===== src/rtl/bus_arbiter_pkg.sv =====
// bus_arbiter_pkg: shared bus header with master count, owner encodings and grant decode.
package bus_arbiter_pkg;
   localparam int BUS_MASTER_CH = 4;
   localparam int BUS_OWNER_W = 2;
   typedef logic [BUS_OWNER_W-1:0] owner_t;
   typedef logic [BUS_MASTER_CH-1:0] mvec_t;
   typedef enum logic [BUS_OWNER_W-1:0] {
      BUS_OWNER_MASTER_0 = 2'd0,
      BUS_OWNER_MASTER_1 = 2'd1,
      BUS_OWNER_MASTER_2 = 2'd2,
      BUS_OWNER_MASTER_3 = 2'd3
   } bus_owner_e;
   function automatic mvec_t owner_onehot(owner_t o);
      return mvec_t'(1) << o;
   endfunction
endpackage


===== src/rtl/bus_arbiter_if.sv =====
// bus_arbiter_if: active-low request/grant lines, owner index and timeout pulse.
interface bus_arbiter_if;
   import bus_arbiter_pkg::*;
   logic m0_req_, m1_req_, m2_req_, m3_req_;
   logic m0_grnt_, m1_grnt_, m2_grnt_, m3_grnt_;
   owner_t owner;
   logic timeout_err;
   modport master (
      output m0_req_, m1_req_, m2_req_, m3_req_,
      input  m0_grnt_, m1_grnt_, m2_grnt_, m3_grnt_, owner, timeout_err
   );
   modport slave (
      input  m0_req_, m1_req_, m2_req_, m3_req_,
      output m0_grnt_, m1_grnt_, m2_grnt_, m3_grnt_, owner, timeout_err
   );
endinterface


===== src/rtl/bus_arb_rr_pick.sv =====
// bus_arb_rr_pick: round-robin search for the next requester starting at owner+1.
module bus_arb_rr_pick
   import bus_arbiter_pkg::*;
(
   input  owner_t owner,
   input  mvec_t  req,
   input  logic   excl,
   output owner_t next_owner,
   output logic   found
);
   // descending scan so the nearest requester after owner wins; offset 4 is owner itself
   always_comb begin
      next_owner = owner;
      found = 1'b0;
      for (int i = BUS_MASTER_CH; i >= 1; i--)
         if (req[owner_t'(owner + owner_t'(i))] && !(excl && i == BUS_MASTER_CH)) begin
            next_owner = owner_t'(owner + owner_t'(i));
            found = 1'b1;
         end
   end
endmodule


===== src/rtl/bus_arbiter.sv =====
// bus_arbiter: 4-master round-robin bus arbiter with grant hold and parking.
// Define BUS_ARB_TIMEOUT_EN to add the contended-hold timeout with forced handover.
module bus_arbiter
   import bus_arbiter_pkg::*;
#(
   parameter int TIMEOUT_CYCLES = 64
)
(
   input logic clk,
   input logic reset,
   bus_arbiter_if.slave bus
);
   if (TIMEOUT_CYCLES < 2 || TIMEOUT_CYCLES > 255) begin : g_bad_timeout
      $error("bus_arbiter: TIMEOUT_CYCLES out of range 2..255");
   end
   mvec_t req;
   owner_t owner, nxt;
   logic found, own_req, rotate;
   assign req = ~{bus.m3_req_, bus.m2_req_, bus.m1_req_, bus.m0_req_};
   assign own_req = req[owner];
   bus_arb_rr_pick u_pick (
      .owner(owner),
      .req(req),
      .excl(own_req),
      .next_owner(nxt),
      .found(found)
   );
`ifdef BUS_ARB_TIMEOUT_EN
   logic [7:0] hold_cnt;
   logic contend, expire, terr;
   assign contend = own_req && |(req & ~owner_onehot(owner));
   // hold_cnt counts completed contended cycles, so the Nth one fires on its own edge
   assign expire = contend && (hold_cnt + 8'd1 == 8'(TIMEOUT_CYCLES));
   assign rotate = found && (!own_req || expire);
   always_ff @(posedge clk)
      if (!reset) begin
         hold_cnt <= '0;
         terr <= 1'b0;
      end else begin
         hold_cnt <= (rotate || !contend) ? '0 : (&hold_cnt ? hold_cnt : hold_cnt + 8'd1);
         terr <= expire;
      end
   assign bus.timeout_err = terr;
`else
   assign rotate = found && !own_req;
   assign bus.timeout_err = 1'b0;
`endif
   always_ff @(posedge clk)
      if (!reset)
         owner <= BUS_OWNER_MASTER_0;
      else
         owner <= rotate ? nxt : owner;
   assign bus.owner = owner;
   assign {bus.m3_grnt_, bus.m2_grnt_, bus.m1_grnt_, bus.m0_grnt_} = ~owner_onehot(owner);
endmodule


===== src/flat_wrapper.sv =====
// flat-port wrapper written by rule: the top's interface ports become plain ports
module bus_arbiter_flat import bus_arbiter_pkg::*;
#(
   parameter int TIMEOUT_CYCLES = 64
)
  (clk, reset, bus_m0_req_, bus_m1_req_, bus_m2_req_, bus_m3_req_, bus_m0_grnt_, bus_m1_grnt_, bus_m2_grnt_, bus_m3_grnt_, bus_owner, bus_timeout_err);
  bus_arbiter_if bus_i ();
  input logic clk;
  input logic reset;
  input wire logic [$bits(bus_i.m0_req_)-1:0] bus_m0_req_;
  input wire logic [$bits(bus_i.m1_req_)-1:0] bus_m1_req_;
  input wire logic [$bits(bus_i.m2_req_)-1:0] bus_m2_req_;
  input wire logic [$bits(bus_i.m3_req_)-1:0] bus_m3_req_;
  output wire logic [$bits(bus_i.m0_grnt_)-1:0] bus_m0_grnt_;
  output wire logic [$bits(bus_i.m1_grnt_)-1:0] bus_m1_grnt_;
  output wire logic [$bits(bus_i.m2_grnt_)-1:0] bus_m2_grnt_;
  output wire logic [$bits(bus_i.m3_grnt_)-1:0] bus_m3_grnt_;
  output wire logic [$bits(bus_i.owner)-1:0] bus_owner;
  output wire logic [$bits(bus_i.timeout_err)-1:0] bus_timeout_err;
  assign bus_i.m0_req_ = bus_m0_req_;
  assign bus_i.m1_req_ = bus_m1_req_;
  assign bus_i.m2_req_ = bus_m2_req_;
  assign bus_i.m3_req_ = bus_m3_req_;
  assign bus_m0_grnt_ = bus_i.m0_grnt_;
  assign bus_m1_grnt_ = bus_i.m1_grnt_;
  assign bus_m2_grnt_ = bus_i.m2_grnt_;
  assign bus_m3_grnt_ = bus_i.m3_grnt_;
  assign bus_owner = bus_i.owner;
  assign bus_timeout_err = bus_i.timeout_err;
  bus_arbiter #(.TIMEOUT_CYCLES(TIMEOUT_CYCLES)) u_core (.clk(clk), .reset(reset), .bus(bus_i));
endmodule

===== config.mk =====
export PLATFORM = sky130hd
export DESIGN_NAME = bus_arbiter_flat
export DESIGN_NICKNAME = d
export VERILOG_FILES = /design/src/rtl/bus_arbiter_pkg.sv /design/src/rtl/bus_arbiter_if.sv /design/src/rtl/bus_arb_rr_pick.sv /design/src/rtl/bus_arbiter.sv /design/src/flat_wrapper.sv
export SDC_FILE = /design/constraint.sdc
export NUM_CORES = 1
export LEC_CHECK = 0
export CORE_AREA = 5 5 42 44
export CTS_BUF_LIST = sky130_fd_sc_hd__clkbuf_4
export DETAILED_ROUTE_END_ITERATION = 6
export DIE_AREA = 0 0 47 49
export PLACE_DENSITY = 0.56
export SLEW_MARGIN = 20
export SYNTH_ARGS = -nofsm -noshare
export SYNTH_HDL_FRONTEND = slang
export SYNTH_SLANG_ARGS = --single-unit

===== constraint.sdc =====
create_clock -name clk -period 1.6 [get_ports clk]
set_input_delay 0.32 -clock clk [delete_from_list [all_inputs] [get_ports clk]]
set_output_delay 0.32 -clock clk [all_outputs]
set_load 0.03 [all_outputs]

Yosys cells after proc, flatten, opt, wreduce, memory -nomap -nowiden
Index checks and enable logic that the tools add are counted.
- flip-flop bits (word level): 2
- latch bits: 0
- memory bits (writable): 0
- memory bits (read-only): 0
- input port bits: 6
- memories kept: 0
- $add $sub $neg: 3
- multiply operators: 0
- divide/modulo/power cells: 0
- magnitude comparators: 4
- eq/ne operators: 0
- shifts and indexed selects: 1
- mux-type cells: 14
- bitwise logic cells: 2
- reduce and logical (&&, ||, !) cells: 4
- operator list (operator ; count):
    $lt 2x3->1 const B ; 4
    $bmux 1 s2 ; 4
    $not 4->4 ; 2
    $mux 1 ; 7
    $mux 2 ; 3
    $add 2x2->2 const B ; 2
    $shl 1x2->4 const A ; 1
    $reduce_bool 3->1 ; 1
    $add 2x1->2 const B ; 1
    $reduce_and 2->1 ; 1
    $logic_and 1x1->1 ; 1
    $logic_not 1->1 ; 1

Logic depth before layout (Yosys ltp)
Gate-level depths: netlist (run 1).
- depth in word-level cells: 8
- gate-level depth with buffers: 7

Modules after synthesis
Synthesis (run 1) repeated with hierarchy kept, for this count alone.
- cells, all modules: 48
- area total of the unflattened synthesis: 330.3 µm²
- by module, submodules not included (module ; times used ; cells an instance ; area each (µm²)):
    bus_arbiter ; 1 ; 26 ; 183.9
    bus_arb_rr_pick ; 1 ; 22 ; 146.4

Worst setup path after synthesis (run 1)
OpenSTA, ideal clock, no wires.
- kind: reg-to-reg
- from: register u_core.owner[0] (netlist: u_core.bus.owner[0])
- to: register u_core.owner[0] (netlist: u_core.bus.owner[0])
- library setup time: 0.072 ns
- arrival time: 1.826 ns
- required time: 1.528 ns
- setup slack: -0.298 ns
- stages on the path, launching flop included: 7
- cells stage by stage: dfxtp_1 -> buf_6 -> inv_1 -> ha_1 -> mux4_2 -> a221oi_2 -> mux2i_1
- word-level cells in the longest chain between the ends: 8
- elaborated cells between the ends (all ways): 21
- classes of those cells: add/sub (3); mux (14); reduce/logical (4)
- ends and longest elaborated chain (item ; RTL line ; RTL):
    from (decl) ; bus_arbiter.sv:17 ; owner_t owner, nxt;
    from (signal assigned) ; bus_arbiter.sv:52 ; owner <= rotate ? nxt : owner;
    $add 2x2->2 ; bus_arb_rr_pick.sv:16, bus_arb_rr_pick.sv:17 ;
    $bmux 1 s2 ; bus_arb_rr_pick.sv:16 ; if (req[owner_t'(owner + owner_t'(i))] && !(excl && i == BUS_MASTER_CH)) begin
    $mux 1 (not written as such) ; bus_arb_rr_pick.sv:16 ;
    $mux 1 (3 in a row) ; bus_arb_rr_pick.sv:16 ;
    $logic_and 1x1->1 ; bus_arbiter.sv:45 ; assign rotate = found && !own_req;
    $reduce_and 2->1 (no line) ; n/a ;
Several ways; a longest one is shown, not always the timed one. The select of a mux whose other input is x is not followed.
A chain may end at the register's enable or synchronous reset.

Final worst setup path (run 1)
- from: register u_core.owner[1] (netlist: u_core.bus.owner[1])
- to: output bus_owner[1]
- RTL lines (item ; RTL line ; RTL):
    to (decl) ; flat_wrapper.sv:18 ; output wire logic [$bits(bus_i.owner)-1:0] bus_owner;
No word-level cell between the ends.

==> flow_metrics.tcl, run 1 <==
set metrics [dict create \
    place_congestion 0.778 \
    cpPeakStageDelay_ns 0.67 \
    cts.hold.buffers_added 0 \
    syn_inst 39 \
    rsz0062_at_grt "yes" \
    timing.hold.ws_ns 0.586 \
    start_util_pct 23.7 \
    cp_data_required_time_ns 1.28 \
    reg2reg_to "u_core.bus.owner[0]" \
    grtUsageTotal_pct 6.62 \
    dieArea_sq_mm 0.00230 \
    finalCritPeriodShare_pct 97.0 \
    leakagePower_nw 0.288 \
    die_h_microns 49 \
    top_regs "u_core.bus.owner: 2 flops" \
    vdd_ir_drop_max_mv 0.697 \
    drcViolationCount 0 \
    r2r_start "u_core.bus.owner[0]" \
    period_needed_ns 1.55 \
    maxCapViolCount 0 \
    cts-root-buf "clkbuf_4" \
    fmax_mhz 644 \
    synth_edf_count 0 \
    diodes 0 \
    drive_gt1_share_pct 42.6 \
    avgSynthCellArea_sq_um 8.53 \
    vias 342 \
    cts.sinks 2 \
    largest_reg_flops 2 \
    crit_family "buffers and inverters" \
    clkTransAtPathRegs_ns 0.03 \
    crit_end "bus_owner[1]" \
    viasPerCell 4.44 \
    fin_worst_skew_ns 0.00119 \
    status "finished clean" \
    powerDensity_mw_per_mm2 1780 \
    critical_path_class "reg2out" \
    syn-cell-area_sq_um 333 \
    ant_nets 0 \
    critPathCaptureType "output pin" \
    antenna_found_initial 0 \
    die_w_microns 47 \
    drtIter0Drc 3 \
    setup_tns_ns 0 \
    synth_nets 49 \
    setup_viol 0 \
    post_drt_wl_per_cell_microns 10.2 \
    overflow 0 \
    syn2layout_area_growth_pct 69.2 \
    crit_start "u_core.bus.owner[1]" \
    startpoint_type "flip-flop" \
    coreArea_sq_mm 0.00140 \
    synth_cell_type_count 20 \
    seq_area_frac_synth_pct 12.0 \
    reg2reg_slack_ns 0.06 \
    async_flop_share_pct 0 \
    worstPathCellList "clkdlybuf4s50_1" \
    grt_max_degree 9 \
    ys_warn_count 0 \
    cp.buffers_inverters 1 \
    ys_ff_latch 2 \
    clockBufferDepth 2 \
    drv_slew 0 \
    io_pins 13 \
    path_max_fanout 3 \
    io_buffers 11 \
    ctsHtreeMaxLevel 1 \
    dpl.hpwl_microns 609 \
    grt_pass1_wl_mm 1.15 \
    grt_pass1_vias 296 \
    reg2regPathDepth 5 \
    fillers 160 \
    crit_cells 1 \
    worstPathArrival_ns 1.23 \
    final_cell_mix "buf_4, inv_1, nand2_1, dlymetal6s2s_1" \
    row_count 14 \
    cts_buffers 3 \
    min_path_type "in2reg" \
    clk_latency_ns 0.22 \
    hold_violations 0 \
    top_register "u_core.bus.owner" \
    cts_tree "yes" \
    drt-pass1-iter-count 2 \
    nets 73 \
    synthFlopType "dfxtp_1" \
    final_common_cell "buf_4" \
    wl_microns 788 \
    cp_slowest_cell "clkdlybuf4s50_1" \
]
==> layer usage <==
metal,GRT usage (%),vias up,part of all wire (%)
li1,-,180,-
met1,9.47,150,51
met2,9.50,12,40
met3,1.11,0,8.6
met4,2.76,0,0
met5,0,-,0
==> cells in the mapped netlist, types with 2 or more instances <==
master   n  area (sq um)
nand3_1  2          10.0
mux2_2   2          22.5
a21oi_1  2          10.0
ha_1     4          50.1
mux2i_1  2          20.0
dfxtp_1  2          40.0
nand2_1  4          15.0
inv_1    9          33.8
==> worst min-delay path by stage <==
stage | startpoint | cells past startpoint | to
finish | bus_m3_req_ | 4 | u_core.bus.owner[1]
global route | u_core.bus.owner[0] | 3 | u_core.bus.owner[0]
CTS | u_core.bus.owner[0] | 2 | u_core.bus.owner[0]
detailed placement | u_core.bus.owner[0] | 2 | u_core.bus.owner[0]
global placement | u_core.bus.owner[0] | 2 | u_core.bus.owner[0]
floorplan | reset | 2 | u_core.bus.owner[1]
==> report_power, final <==
part / switching, mW / internal [mW]
clock network: 0.0307 / 0.0830
logic: 0.390 / 0.374
registers: 0.0378 / 0.0883
total: 0.458 / 0.546
==> repair_timing <==
action                     4_1_cts  5_1_grt
cloned                           0        0
setup endpoints to repair        1        2
setup buffers                    0        3
pin swaps                        0        2
resized for setup                1        4
==> cell families after synthesis <==
family | share of synthesized area (%)
AO/OA/AOI/OAI | 16.5
adder cells (fa/ha/maj) | 15.0
buffers and inverters | 15.8
flip-flops | 12.0
multiplexers | 27.4
other | 1.13
AND/OR/NAND/NOR | 12.0
==> layout make-up <==
type	instances	area, sq um	share of cell area (%)
well taps	16	20.0	3.56
flip-flops and latches	2	47.5	8.44
multi-input cells	26	253	44.9
inverters	9	36.3	6.44
clock buffers	3	22.5	4.00
repair buffers	21	184	32.7
==> through the flow <==
step	instance area, sq um	instances	utilization (%)	total power [mW]	setup WS (ns)
final	563	77	40.2	1.00	0.0475
after global placement	509	71	36.3	0.854	-0.211
after CTS	531	74	37.9	0.971	0.0136
after detailed placement	509	71	36.3	0.861	-0.216
after floorplan	355	39	-	0.629	-0.0301
after global routing	563	77	40.2	1.08	-0.0582
(Power assumes the default switching activity.)
==> run 2: changes to the inputs <==
--- a/config.mk
+++ b/config.mk
@@ -5,10 +5,11 @@
 export SDC_FILE = /design/constraint.sdc
 export NUM_CORES = 1
 export LEC_CHECK = 0
-export CORE_AREA = 5 5 42 44
+export CORE_MARGIN = 5
+export CORE_UTILIZATION = 25
 export CTS_BUF_LIST = sky130_fd_sc_hd__clkbuf_4
 export DETAILED_ROUTE_END_ITERATION = 6
-export DIE_AREA = 0 0 47 49
+export GPL_TIMING_DRIVEN = 0
 export PLACE_DENSITY = 0.56
 export SLEW_MARGIN = 20
 export SYNTH_ARGS = -nofsm -noshare
==> run 2 against run 1 <==
Effect of this change: the flow now finishes with violations (negative setup slack); combinational power rose by 8.1%; critical endpoint is now u_core.bus.owner[0]; critical path depth is 5 higher; clock power about the same; via count is 3.2% higher; total power increased by 5.9%.
==> flow_metrics.tcl, run 2 (synthesis gave the netlist of run 1 again) <==
set metrics [dict create \
    dpl.hpwl_microns 528 \
    leakagePower_nw 0.268 \
    post_drt_wl_per_cell_microns 10.8 \
    timing.hold.ws_ns 0.633 \
    io_buffers 11 \
    finalCritPeriodShare_pct 100 \
    cts_tree "yes" \
    grtUsageTotal_pct 7.99 \
    dieArea_sq_mm 0.00216 \
    swShare_pct 44.6 \
    clockBufferDepth 2 \
    final_cell_mix "inv_1, buf_4, nand2_1, dlygate4sd2_1" \
    clk_latency_ns 0.22 \
    vdd_ir_drop_max_mv 0.580 \
    critPathCaptureType "flip-flop" \
    status "complete, but fails checks" \
    place_congestion 0.784 \
    fin_worst_skew_ns 0.00365 \
    drv_slew 0 \
    drtIter0Drc 4 \
    top_register "u_core.bus.owner" \
    final_common_cell "inv_1" \
    viasPerCell 4.77 \
    grt_pass1_wl_mm 1.25 \
    r2r_start "u_core.bus.owner[0]" \
    fillers 136 \
    cts.hold.buffers_added 0 \
    stdcell_area_sq_um 564 \
    power.internal_uw 589 \
    maxCapViolCount 0 \
    die_w_microns 46.5 \
    cts-root-buf "clkbuf_4" \
    seq_area_sq_um 47.5 \
    hold_violations 0 \
    fmax_mhz 623 \
    overflow 0 \
    die_h_microns 46.5 \
    setup_slack_ns -0.00607 \
    ctsHtreeMaxLevel 1 \
    holdPathEnd "u_core.bus.owner[0]" \
    start_util_pct 25.9 \
    syn2layout_area_growth_pct 69.5 \
    reg2regPathDepth 6 \
    cp_data_required_time_ns 1.74 \
    grt_pass1_vias 320 \
    pwr-share-seq_pct 11.8 \
    ant_nets 0 \
    worstPathArrival_ns 1.75 \
    period_needed_ns 1.61 \
    multi_input_comb_area_sq_um 259 \
    grt_use_met2_pct 15.4 \
    busiest_layer "met2" \
    vias 353 \
    met1_usage_pct 9.01 \
    cts.sinks 2 \
    coreArea_sq_mm 0.00128 \
    min_from "u_core.bus.owner[0]" \
    drt-pass1-iter-count 4 \
    reg2reg_slack_ns -0.006 \
    diodes 0 \
    pwr-share-comb_pct 77.7 \
    place_area_sq_um 484 \
    rsz0062_at_grt "yes" \
    powerDensity_mw_per_mm2 1880 \
    cts_buffers 3 \
    setup_viol 1 \
    clkTransAtPathRegs_ns 0.03 \
    p_sw_uw 475 \
    reg2reg_to "u_core.bus.owner[0]" \
    largest_reg_flops 2 \
    top_regs "u_core.bus.owner: 2 flops" \
    row_count 13 \
    startpoint_type "flip-flop" \
    drcViolationCount 0 \
    antenna_found_initial 0 \
    min_path_type "reg2reg" \
    nets 71 \
    critical_path_class "reg2reg" \
    io_pins 13 \
    whs_path_depth 3 \
    drive_gt1_share_pct 42.4 \
    grt_max_degree 9 \
    path_max_fanout 5 \
    violations "negative setup slack" \
    wl_microns 797 \
    grt_use_met3_pct 0 \
    clkPwrFrac_pct 10.5 \
]
==> run 2: cell types whose count changed in the layout (fill, tap and decap cells not counted) <==
| cell | previous run | this run |
|---|---|---|
| buf_6 | 0 | 1 |
| dlygate4sd2_1 | 1 | 4 |
| a221oi_2 | 1 | 2 |
| inv_4 | 1 | 0 |
| buf_4 | 14 | 6 |
| dlymetal6s2s_1 | 4 | 1 |
| buf_8 | 0 | 1 |
| a221oi_1 | 1 | 0 |
| buf_2 | 0 | 1 |
| clkdlybuf4s15_2 | 0 | 3 |
| inv_6 | 0 | 1 |
==> run 2: what timing repair did <==
item | 4_1_cts | 5_1_grt
resized for setup | 17 | 6
setup buffers | 5 | 1
hold endpoints to repair | 0 | 0
pin swaps | 1 | 3
setup endpoints to repair | 6 | 4
==> run 2: worst max path at each step <==
| stage | cells past startpoint | start | slack (ns) | endpoint |
|---|---|---|---|---|
| after floorplan | 6 | u_core.bus.owner[0] | -0.03 | u_core.bus.owner[0] |
| after global placement | 4 | bus_m0_req_ | -0.29 | u_core.bus.owner[0] |
| after detailed placement | 4 | bus_m1_req_ | -0.30 | u_core.bus.owner[0] |
| after CTS | 5 | u_core.bus.owner[0] | -0.03 | u_core.bus.owner[0] |
| after global routing | 6 | u_core.bus.owner[0] | -0.12 | u_core.bus.owner[0] |
| final | 6 | u_core.bus.owner[0] | -0.006 | u_core.bus.owner[0] |
==> run 2: stage by stage <==
| stage | TNS (ns) | util (%) | instances | worst slack, ns | total power [mW] |
|---|---|---|---|---|---|
| after floorplan | -0.0301 | - | 39 | -0.0301 | 0.629 |
| final | -0.00607 | 43.9 | 74 | -0.00607 | 1.06 |
| after detailed placement | -0.822 | 37.7 | 65 | -0.297 | 0.843 |
| after CTS | -0.0302 | 42.6 | 73 | -0.0302 | 1.04 |
| after global routing | -0.123 | 43.9 | 74 | -0.123 | 1.15 |
| after global placement | -0.751 | 37.7 | 65 | -0.286 | 0.833 |
==> run 2: metal layers <==
layer	up-vias	part of all wire, %	wire (microns)
met5	-	0	0
met4	0	0	0
met3	0	7.4	59
met2	13	51	408
met1	163	41	329
li1	177	-	-
==> run 2: critical path, stage by stage, from the launching register on <==
cell,delay [ns]
dfxtp_4,0.36
buf_8,0.12
inv_6,0.04
ha_4,0.25
mux4_2,0.29
a221oi_2,0.27
mux2i_1,0.20
==> run 2: final cells by class <==
type | count | area share (%)
buffer | 2 | 3.99
clock buffer | 3 | 3.99
inverter | 9 | 6.87
multi-input combinational | 26 | 45.9
sequential | 2 | 8.43
tap | 15 | 3.33
timing repair buffer | 17 | 27.5
==> run 2: power groups by stage <==
stage	registers, mW	clock network (mW)	logic, mW
floorplan	0.172	0	0.457
global placement	0.137	0	0.696
detailed placement	0.138	0	0.705
CTS	0.126	0.117	0.796
global route	0.132	0.116	0.900
finish	0.126	0.111	0.826
==> run 3: changes to the inputs <==
--- a/config.mk
+++ b/config.mk
@@ -5,10 +5,10 @@
 export SDC_FILE = /design/constraint.sdc
 export NUM_CORES = 1
 export LEC_CHECK = 0
-export CORE_MARGIN = 5
-export CORE_UTILIZATION = 25
+export CORE_AREA = 5 5 42 44
 export CTS_BUF_LIST = sky130_fd_sc_hd__clkbuf_4
 export DETAILED_ROUTE_END_ITERATION = 6
+export DIE_AREA = 0 0 47 49
 export GPL_TIMING_DRIVEN = 0
 export PLACE_DENSITY = 0.56
 export SLEW_MARGIN = 20
==> run 3 against run 2 <==
Effect of this change: the run still ends with negative setup slack left; largest cell class unchanged; clock skew increased by 0.0062 ns; largest power group unchanged; count of clock-buffer cells in the layout is the same; maximum frequency is 0.62% lower.
==> flow_metrics.tcl, run 3 (synthesis gave the netlist of run 1 again) <==
set metrics [dict create \
    status "complete, but fails checks" \
    violations "negative setup slack" \
    cp_slowest_cell "dfxtp_4" \
    crit_family "multiplexers" \
    vdd_ir_drop_max_mv 0.702 \
    powerDensity_mw_per_mm2 1970 \
    cts_tree "yes" \
    syn2layout_area_growth_pct 82.3 \
    r2r_start "u_core.bus.owner[0]" \
    drive_gt1_share_pct 48.4 \
    antenna_found_initial 0 \
    vias 363 \
    grt_pass1_vias 365 \
    clkTransAtPathRegs_ns 0.04 \
    finalPower_mw 1.20 \
    ctsHtreeMaxLevel 1 \
    reg2reg_slack_ns -0.02 \
    rsz0062_at_grt "yes" \
    grt_max_degree 9 \
    fmax_mhz 619 \
    drtIter0Drc 4 \
    reg2reg_to "u_core.bus.owner[0]" \
    finalCritPeriodShare_pct 101 \
    critPathCaptureType "flip-flop" \
    final_cell_mix "buf_4, inv_1, dlygate4sd2_1, nand2_1" \
    reg2regPathDepth 6 \
    cts.sinks 2 \
    period_needed_ns 1.62 \
    dpl.hpwl_microns 551 \
    overflow 0 \
    cts_buffers 3 \
    fin_worst_skew_ns 0.00983 \
    final_util_pct 43.3 \
    met1_usage_pct 10.1 \
    post_drt_wl_per_cell_microns 12.1 \
    viasPerCell 4.65 \
    busiest_layer "met2" \
    wl_microns 945 \
    min_path_type "reg2reg" \
    crit_end "u_core.bus.owner[0]" \
    worstPathCellList "buf_8 -> inv_6 -> ha_4 -> mux4_2 -> a221oi_4 -> mux2i_1" \
    die_h_microns 49 \
    crit_cells 6 \
    clockBufferDepth 2 \
    setup_slack_ns -0.0161 \
    cts-root-buf "clkbuf_4" \
    io_pins 13 \
    die_w_microns 47 \
    worstPathArrival_ns 1.77 \
    startpoint_type "flip-flop" \
    hold_violations 0 \
    drv_slew 0 \
    leakagePower_nw 0.281 \
    fillers 159 \
    clk_latency_ns 0.23 \
    grt_use_met3_pct 2.21 \
    top_register "u_core.bus.owner" \
    nets 74 \
    row_count 14 \
    top_regs "u_core.bus.owner: 2 flops" \
    critical_path_class "reg2reg" \
    cp.buffers_inverters 2 \
    grt_use_met2_pct 13.1 \
    final_common_cell "buf_4" \
    grt_pass1_wl_mm 1.45 \
    grtUsageTotal_pct 8.80 \
    ant_nets 0 \
    maxCapViolCount 0 \
    cts.hold.buffers_added 0 \
    drt-pass1-iter-count 4 \
    cpPeakStageDelay_ns 0.35 \
    diodes 0 \
    largest_reg_flops 2 \
    path_max_fanout 4 \
    coreArea_sq_mm 0.00140 \
    crit_start "u_core.bus.owner[0]" \
    drcViolationCount 0 \
    cp_data_required_time_ns 1.75 \
    io_buffers 11 \
    place_congestion 0.720 \
    dieArea_sq_mm 0.00230 \
    setup_viol 1 \
    start_util_pct 23.7 \
]
==> run 3: worst min path at each step <==
stage	startpoint	end	cells after the start
finish	u_core.bus.owner[1]	u_core.bus.owner[1]	3
global route	reset	u_core.bus.owner[1]	3
CTS	u_core.bus.owner[1]	u_core.bus.owner[1]	3
detailed placement	u_core.bus.owner[1]	u_core.bus.owner[1]	2
global placement	u_core.bus.owner[1]	u_core.bus.owner[1]	2
floorplan	reset	u_core.bus.owner[1]	2
==> run 3: stage by stage <==
step | hold slack [ns] | setup slack, ns | TNS, ns | instance area, sq um | cells
after global routing | 0.711 | -0.0994 | -0.119 | 607 | 78
after detailed placement | 0.530 | -0.323 | -0.873 | 485 | 66
after global placement | 0.526 | -0.299 | -0.789 | 485 | 66
final | 0.698 | -0.0161 | -0.0161 | 607 | 78
after floorplan | 0.429 | -0.0301 | -0.0301 | 355 | 39
after CTS | 0.655 | -0.0313 | -0.0313 | 569 | 77
==> run 3: final cells by class <==
class                      count  area [sq um]  share of cell area [%]
multi-input combinational     26           287                    47.2
inverter                       9          38.8                    6.39
timing repair buffer          20           169                    27.8
buffer                         2          22.5                    3.71
clock buffer                   3          22.5                    3.71
tap                           16          20.0                    3.30
sequential                     2          47.5                    7.84
==> run 3: power breakdown <==
group / switching, mW / internal, mW / total [mW]
Clock: 0.0379 / 0.0836 / 0.122
Sequential: 0.0344 / 0.0883 / 0.123
Combinational: 0.473 / 0.479 / 0.951
Total: 0.545 / 0.651 / 1.20
==> run 3: worst register-to-register path: cells and delay by family, from the launching register on <==
kind,cells,cell delay (ns)
adder cells (fa/ha/maj),1,0.25
AO/OA/AOI/OAI,1,0.26
multiplexers,2,0.52
flip-flops,1,0.35
buffers and inverters,2,0.16
==> run 3: routing by layer <==
layer / up-vias / wire length (microns)
li1: 182 / -
met1: 163 / 366
met2: 16 / 486
met3: 2 / 75
met4: 0 / 17
met5: - / 0
==> run 3: repair_timing <==
item	in CTS	in global routing
setup endpoints to repair	6	5
pin swaps	1	3
setup buffers	8	1
gates resized for setup	15	12
cloned	0	0
